File: config.mk
export PLATFORM = sky130hd
export DESIGN_NAME = pc_ras_unit
export DESIGN_NICKNAME = d
export VERILOG_FILES = /design/src/rtl/pc_pkg.sv /design/src/rtl/ras_stack.sv /design/src/rtl/pc_ras_unit.sv
export SDC_FILE = /design/constraint.sdc
export NUM_CORES = 1
export LEC_CHECK = 0
export CORE_ASPECT_RATIO = 2
export CORE_MARGIN = 2
export CORE_UTILIZATION = 51
export DETAILED_ROUTE_END_ITERATION = 10
export PLACE_DENSITY_LB_ADDON = 0.05
export SETUP_SLACK_MARGIN = 0.4
export SYNTH_ARGS = -nofsm -noshare
export SYNTH_HDL_FRONTEND = slang
export SYNTH_SLANG_ARGS = --single-unit
File: constraint.sdc
create_clock -name clk -period 4.77 [get_ports clk]
set_input_delay 1.1925 -clock clk [delete_from_list [all_inputs] [get_ports clk]]
set_output_delay 1.1925 -clock clk [all_outputs]
set_load 0.05 [all_outputs]
File: src/rtl/pc_pkg.sv
// Shared constants and types for the PC / return-address-stack unit.
package pc_pkg;

    // Default datapath geometry for the MIPS PC unit
    localparam int DEF_ADDR_W   = 32;
    localparam int DEF_PC_STEP  = 4;
    localparam logic [31:0] DEF_RESET_PC = 32'h0000_0000;
    localparam int DEF_RAS_DEPTH = 8;

    // Low bits of a jump target that come from the instruction (26-bit field << 2)
    localparam int JMP_FIELD_W = 28;

    // Which source fed the next PC, kept as a named signal for debug visibility
    typedef enum logic [1:0] {
        NPC_SEQ = 2'd0,
        NPC_BR  = 2'd1,
        NPC_JMP = 2'd2,
        NPC_JR  = 2'd3
    } npc_src_e;

    // Fixed priority: jr, then j/jal, then taken branch, then sequential
    function automatic npc_src_e pick_npc_src(input logic jr_f, input logic jmp_f,
                                              input logic br_taken_f);
        npc_src_e src;
        if (jr_f)            src = NPC_JR;
        else if (jmp_f)      src = NPC_JMP;
        else if (br_taken_f) src = NPC_BR;
        else                 src = NPC_SEQ;
        return src;
    endfunction

endpackage

File: src/rtl/ras_stack.sv
// Circular return-address stack: push/pop/top with count and sticky
// overflow/underflow flags. When full, a push overwrites the oldest entry.
module ras_stack
    import pc_pkg::*;
#(
    parameter int WIDTH = DEF_ADDR_W,
    parameter int DEPTH = DEF_RAS_DEPTH,
    localparam int PTR_W = $clog2(DEPTH),
    localparam int CNT_W = $clog2(DEPTH + 1)
) (
    input  logic             clk,
    input  logic             rst,
    input  logic             push_i,
    input  logic             pop_i,
    input  logic [WIDTH-1:0] push_data_i,
    output logic [WIDTH-1:0] top_o,
    output logic [CNT_W-1:0] count_o,
    output logic             empty_o,
    output logic             overflow_o,
    output logic             underflow_o
);

    // ptr_q points at the next free slot; the top of stack is the slot below it.
    // Because DEPTH is a power of two the pointer wraps on its own, and when the
    // stack is full the next free slot is exactly the oldest entry.
    logic [PTR_W-1:0] ptr_q, ptr_d;
    logic [CNT_W-1:0] count_q, count_d;
    logic             ovf_q, ovf_d;
    logic             unf_q, unf_d;
    logic [WIDTH-1:0] mem_q [DEPTH];

    logic full;
    logic empty;

    assign full  = (count_q == CNT_W'(DEPTH));
    assign empty = (count_q == '0);

    // Next-state for pointer, count and sticky flags; pop has precedence over push
    always_comb begin
        ptr_d   = ptr_q;
        count_d = count_q;
        ovf_d   = ovf_q;
        unf_d   = unf_q;
        if (pop_i) begin
            if (empty) begin
                unf_d = 1'b1;
            end else begin
                ptr_d   = ptr_q - PTR_W'(1);
                count_d = count_q - CNT_W'(1);
            end
        end else if (push_i) begin
            ptr_d = ptr_q + PTR_W'(1);
            if (full) begin
                ovf_d = 1'b1;
            end else begin
                count_d = count_q + CNT_W'(1);
            end
        end
    end

    // Control state registers, cleared asynchronously
    always_ff @(posedge clk or posedge rst) begin
        if (rst) begin
            ptr_q   <= '0;
            count_q <= '0;
            ovf_q   <= 1'b0;
            unf_q   <= 1'b0;
        end else begin
            ptr_q   <= ptr_d;
            count_q <= count_d;
            ovf_q   <= ovf_d;
            unf_q   <= unf_d;
        end
    end

    // Entry storage; contents are don't-care after reset so no reset is applied
    always_ff @(posedge clk) begin
        if (push_i && !pop_i) begin
            mem_q[ptr_q] <= push_data_i;
        end
    end

    assign top_o       = mem_q[ptr_q - PTR_W'(1)];
    assign count_o     = count_q;
    assign empty_o     = empty;
    assign overflow_o  = ovf_q;
    assign underflow_o = unf_q;

endmodule

File: src/rtl/pc_ras_unit.sv
// MIPS program-counter unit: PC register, prioritised next-PC selection
// (jr / j,jal / taken branch / sequential), stall, and a return-address
// stack that records jal links and checks jr targets against them.
module pc_ras_unit
    import pc_pkg::*;
#(
    parameter int          ADDR_W    = DEF_ADDR_W,
    parameter logic [ADDR_W-1:0] RESET_PC = ADDR_W'(DEF_RESET_PC),
    parameter int          PC_STEP   = DEF_PC_STEP,
    parameter int          RAS_DEPTH = DEF_RAS_DEPTH,
    localparam int         CNT_W     = $clog2(RAS_DEPTH + 1)
) (
    input  logic              clk,
    input  logic              reset,
    input  logic              stall,
    input  logic              branch,
    input  logic              zero,
    input  logic              jump,
    input  logic              jal,
    input  logic              jr,
    input  logic [15:0]       imm,
    input  logic [25:0]       jump_addr,
    input  logic [ADDR_W-1:0] rs_data,
    output logic [ADDR_W-1:0] pc,
    output logic [ADDR_W-1:0] pc_plus,
    output logic [ADDR_W-1:0] npc,
    output logic [CNT_W-1:0]  ras_count,
    output logic              ras_mispredict,
    output logic              ras_overflow,
    output logic              ras_underflow
);

    localparam int SHIFT = $clog2(PC_STEP);
    // Wide enough to hold the 28-bit jump field even when ADDR_W is smaller
    localparam int JW    = (ADDR_W > JMP_FIELD_W) ? ADDR_W : JMP_FIELD_W;

    logic [ADDR_W-1:0]    pc_q, pc_d;
    logic [ADDR_W-1:0]    br_target;
    logic [ADDR_W-1:0]    jmp_target;
    logic [ADDR_W+15:0]   imm_sx;
    logic [ADDR_W+15:0]   imm_off;
    logic [JW-1:0]        pc_plus_w;
    logic [JW-1:0]        jmp_w;
    npc_src_e             npc_src;

    logic                 ras_push;
    logic                 ras_pop;
    logic [ADDR_W-1:0]    ras_top;
    logic                 ras_empty;

    assign pc_plus = pc_q + ADDR_W'(PC_STEP);

    // Branch offset: sign-extend the 16-bit immediate, scale by the step size
    assign imm_sx    = {{ADDR_W{imm[15]}}, imm};
    assign imm_off   = imm_sx << SHIFT;
    assign br_target = pc_plus + imm_off[ADDR_W-1:0];

    // Jump target keeps the upper pc_plus bits above the 28-bit field
    assign pc_plus_w  = JW'(pc_plus);
    assign jmp_w      = (pc_plus_w & ~JW'({JMP_FIELD_W{1'b1}})) | JW'({jump_addr, 2'b00});
    assign jmp_target = jmp_w[ADDR_W-1:0];

    // Next-PC source and value; outputs follow inputs even while stalled
    always_comb begin
        npc_src = pick_npc_src(jr, jump | jal, branch & zero);
        npc     = pc_plus;
        case (npc_src)
            NPC_JR:  npc = rs_data;
            NPC_JMP: npc = jmp_target;
            NPC_BR:  npc = br_target;
            default: npc = pc_plus;
        endcase
    end

    // PC advances to the selected next PC unless stalled
    always_comb begin
        pc_d = stall ? pc_q : npc;
    end

    // PC register with asynchronous reset to RESET_PC
    always_ff @(posedge clk or posedge reset) begin
        if (reset) begin
            pc_q <= RESET_PC;
        end else begin
            pc_q <= pc_d;
        end
    end

    assign pc = pc_q;

    // jr wins over jal: a combined jr+jal only pops
    assign ras_pop  = jr & ~stall;
    assign ras_push = jal & ~jr & ~stall;

    ras_stack #(
        .WIDTH (ADDR_W),
        .DEPTH (RAS_DEPTH)
    ) u_ras (
        .clk         (clk),
        .rst         (reset),
        .push_i      (ras_push),
        .pop_i       (ras_pop),
        .push_data_i (pc_plus),
        .top_o       (ras_top),
        .count_o     (ras_count),
        .empty_o     (ras_empty),
        .overflow_o  (ras_overflow),
        .underflow_o (ras_underflow)
    );

    // The RAS only predicts; the PC always follows rs_data on jr
    assign ras_mispredict = ras_empty | (rs_data != ras_top);

endmodule

==> summary.md <==
| Metric | Value |
|---|---|
| HPWL after detailed placement | `38100 um` |
| CTS clk-pin slew, worst paths | `70 ps` |
| GR Util All Layers | `0.339` |
| Ranking of synthesized cells by area | `edfxtp_1, mux4_2, dfrtp_1` |
| First-pass DRT Iterations | `5` |
| Post-cts hold buffer count | `0` |
| Sequential fraction of the synthesis area | `0.589` |
| Gpl congestion | `0.978` |
| DRC viols | `0` |
| Worst setup margin | `-882 ps` |
| Most common cell after layout, fill and taps aside | `buf_4` |
| Tcrit/Tclk final | `1.18` |
| Worst R2R Start | `pc[7]$_DFFE_PP0N_` |
| Setup TNS | `-8560 ps` |
| H-tree depth | `1` |
| Final setup skew | `about 13 ps` |
| Total gr overflow | `0` |
| Slew @ Worst Pin | `817 ps` |
| Total clock sinks | `roughly 300` |
| ANT cells | `0` |
| Synthesized instance count | `1049` |
| Hold Path Origin | `u_ras.underflow_o$_DFFE_PP0P_` |
| Initial antenna violation count | `1` |
| Fill cell count | `1751` |
| Share of the synthesized area in the top cell type | `0.520` |
| Ys Warns | `0` |
| Worst min-delay path endpoint | `u_ras.underflow_o$_DFFE_PP0P_` |
| Syn_nets | `about 1200` |
| Post-synth top flop | `edfxtp_1` |
| WP data required | `3580 ps` |
| I/O Buffers | `184` |
| Met1 Use GR | `0.366` |
| #FFs+latches synth | `297` |
| Design area | `22400 sq um` |
| Clock Latency Late Sink | `540 ps` |
| Status | `finished with violations` |
| Async SR Flop Fraction | `0.138` |
| Area Growth Syn to Fin | `51.4%` |
| RSZ-0062 raised after global routing | `yes` |
| Yosys cell types | `65` |
| Achievable clock frequency | `roughly 0.18 GHz` |
| Slew headroom | `0.451` |
| Core Rows | `88` |
| FF-to-FF End | `pc[27]$_DFFE_PP0N_` |
| Crit-path max FO | `4` |
| Reg2reg path depth | `17` |
| Final net count | `about 1700` |
| CP Capture Type | `output port` |
| Cell leakage power | `8.43 nW` |
| Power density over the cells | `502 nW/um^2` |
| Via density | `6.16` |
| Hold Crit Class | `reg -> reg` |
| Die ar. | `30500 sq um` |
| Core Footprint | `between 20000 and 30000 sq um` |
| Cell taking the most area after synthesis | `edfxtp_1` |
| WS Path Type | `reg -> out` |
| Mapped Area | `between 10000 and 15000 sq um` |
| Crit path time final | `5650 ps` |
| CTS max path bufs | `3` |
| GR Layer Usage met2 | `0.629` |
| Mean post-synth cell area | `14.1 sq um` |
| Die Ht | `245 um` |
| DR vias | `11700` |
| Vias in the first global route | `12300` |
| Peak VDD IR | `between 0.6 and 0.7 mV` |
| Die W | `between 100 and 150 um` |
| Detailed Route Iter0 Violations | `807` |
| Layout cell share with drive strength beyond 1 | `0.464` |
| Met3 Use GR | `0.0384` |
| Worst hold stages | `1` |
| CP startpoint kind | `flop` |
| R2r setup slk | `730 ps` |
| Largest net degree at the start of global routing | `60` |
| Number of flops mapped to enable cells by yosys | `256` |
| GR peak layer | `met2` |
| Most frequent cells in the layout | `buf_4, edfxtp_1, clkdlybuf4s50_1` |
| Post-DRT Antenna Nets | `0` |
| Starting Density | `0.515` |
| Num CTS Buffers | `25` |
| Worst EP arrival | `4460 ps` |
| First-pass GRT wire length | `76000 um` |
| Max-cap violations | `0` |
| TritonCTS clock tree | `done` |
| Hold Fails Final Rpt | `0` |
| Final core occ | `0.779` |
| Final WL | `~53000 um` |
| # IOs | `185` |
| Placed instance area | `19800 sq um` |
| Wire per inst | `27.9 um` |
| Endpoints failing setup | `21` |
| Failing checks | `negative setup slack` |
| Max Slew Vio Count | `0` |
| Clock tree root buffer cell | `clkbuf_16` |
[cells in the mapped netlist, drive strengths merged (7+ instances only)]
cell type  instances
edfxtp           256
nand2             74
nor2              72
mux4              64
xnor2             50
a21oi             44
o21ai             42
dfrtp             41
ha                40
xor2              36
mux2i             35
inv               28
clkbuf            25
mux2              18
nand4             18
buf               17
a21o              15
nor3              15
and3              14
nand3             12
o31ai             12
a211oi             9
a31oi              8
and4               7
nor4               7
or3                7
[flip-flops by register name (all words and copies together) (netlist names)]
signal / flops
u_ras.mem_q: 256
pc: 32
u_ras.count_o: 4
u_ras.ptr_q: 3
u_ras.overflow_o: 1
u_ras.underflow_o: 1
[worst max-delay path, cell delays in order, from the launching register on]
cell and delay, ps:
dfrtp_2 380, nand4_1 110, buf_6 160, nor4_4 260
buf_6 170, and2_4 170, nand4_1 200, xnor2_4 370
ha_4 270, a211o_1 280, or2_4 240, o2111a_2 280
or3_4 350, and4_4 210, o31ai_4 260, buf_12 180
[through the flow]
stage | hold WS [ps] | power, mW | std cells | setup WS (ps)
5_1_grt | 490 | 11.6 | 1906 | -978
3_5_place_dp | 467 | 8.29 | 1796 | -760
4_1_cts | 481 | 11.1 | 1884 | -897
2_1_floorplan | 605 | 6.40 | 1049 | -671
6_report | 473 | 11.2 | 1906 | -882
3_3_place_gp | 449 | 8.24 | 1796 | -748
[layer usage]
layer / part of all wire / wire (um)
met4: 0.072 / 3820
met1: 0.33 / 17400
met2: 0.54 / 28700
met3: 0.060 / 3190
met5: 0.00024 / 13
[final cells by class]
type                       count  area (sq um)  share of cell area
inverter                      28           108             0.00480
tap                          360           450              0.0201
clock inverter                15           166             0.00743
clock buffer                  29           641              0.0286
multi-input combinational    682          7560               0.338
sequential                   297          8740               0.390
timing repair buffer         495          4730               0.211
[report_power, final]
group / internal (mW) / leakage, nW / switching, mW / total [mW]
sequential: 3.07 / 2.78 / 0.127 / 3.20
clock: 1.13 / 0.379 / 0.943 / 2.07
combinational: 2.84 / 5.27 / 3.12 / 5.96
total: 7.04 / 8.43 / 4.19 / 11.2
[worst max path at each step]
| stage | start | to | depth (start not counted) |
|---|---|---|---|
| finish | pc[7]$_DFFE_PP0N_ | npc[31] | 15 |
| global route | pc[9]$_DFFE_PP0N_ | npc[31] | 15 |
| CTS | pc[5]$_DFFE_PP0N_ | npc[31] | 15 |
| detailed placement | imm[1] | npc[31] | 12 |
| global placement | imm[1] | npc[31] | 12 |
| floorplan | pc[12]$_DFFE_PP0N_ | npc[31] | 12 |
[what timing repair did]
| item | CTS | global route |
|---|---|---|
| cloned | 2 | 0 |
| pin swaps | 93 | 58 |
| setup buffers | 42 | 22 |
| gates resized for setup | 204 | 95 |
| setup endpoints to repair | 41 | 33 |
[logic make-up after synthesis]
kind of cell    Yosys count  synth area share
flops                   297             0.589
simple gates            244            0.0780
compound gates          193            0.0877
mux                     117             0.135
xor+xnor                 86            0.0514
buf+inv                  70            0.0218
fa+ha+maj                42            0.0365
Note: power is estimated with default switching activity, not from simulation.
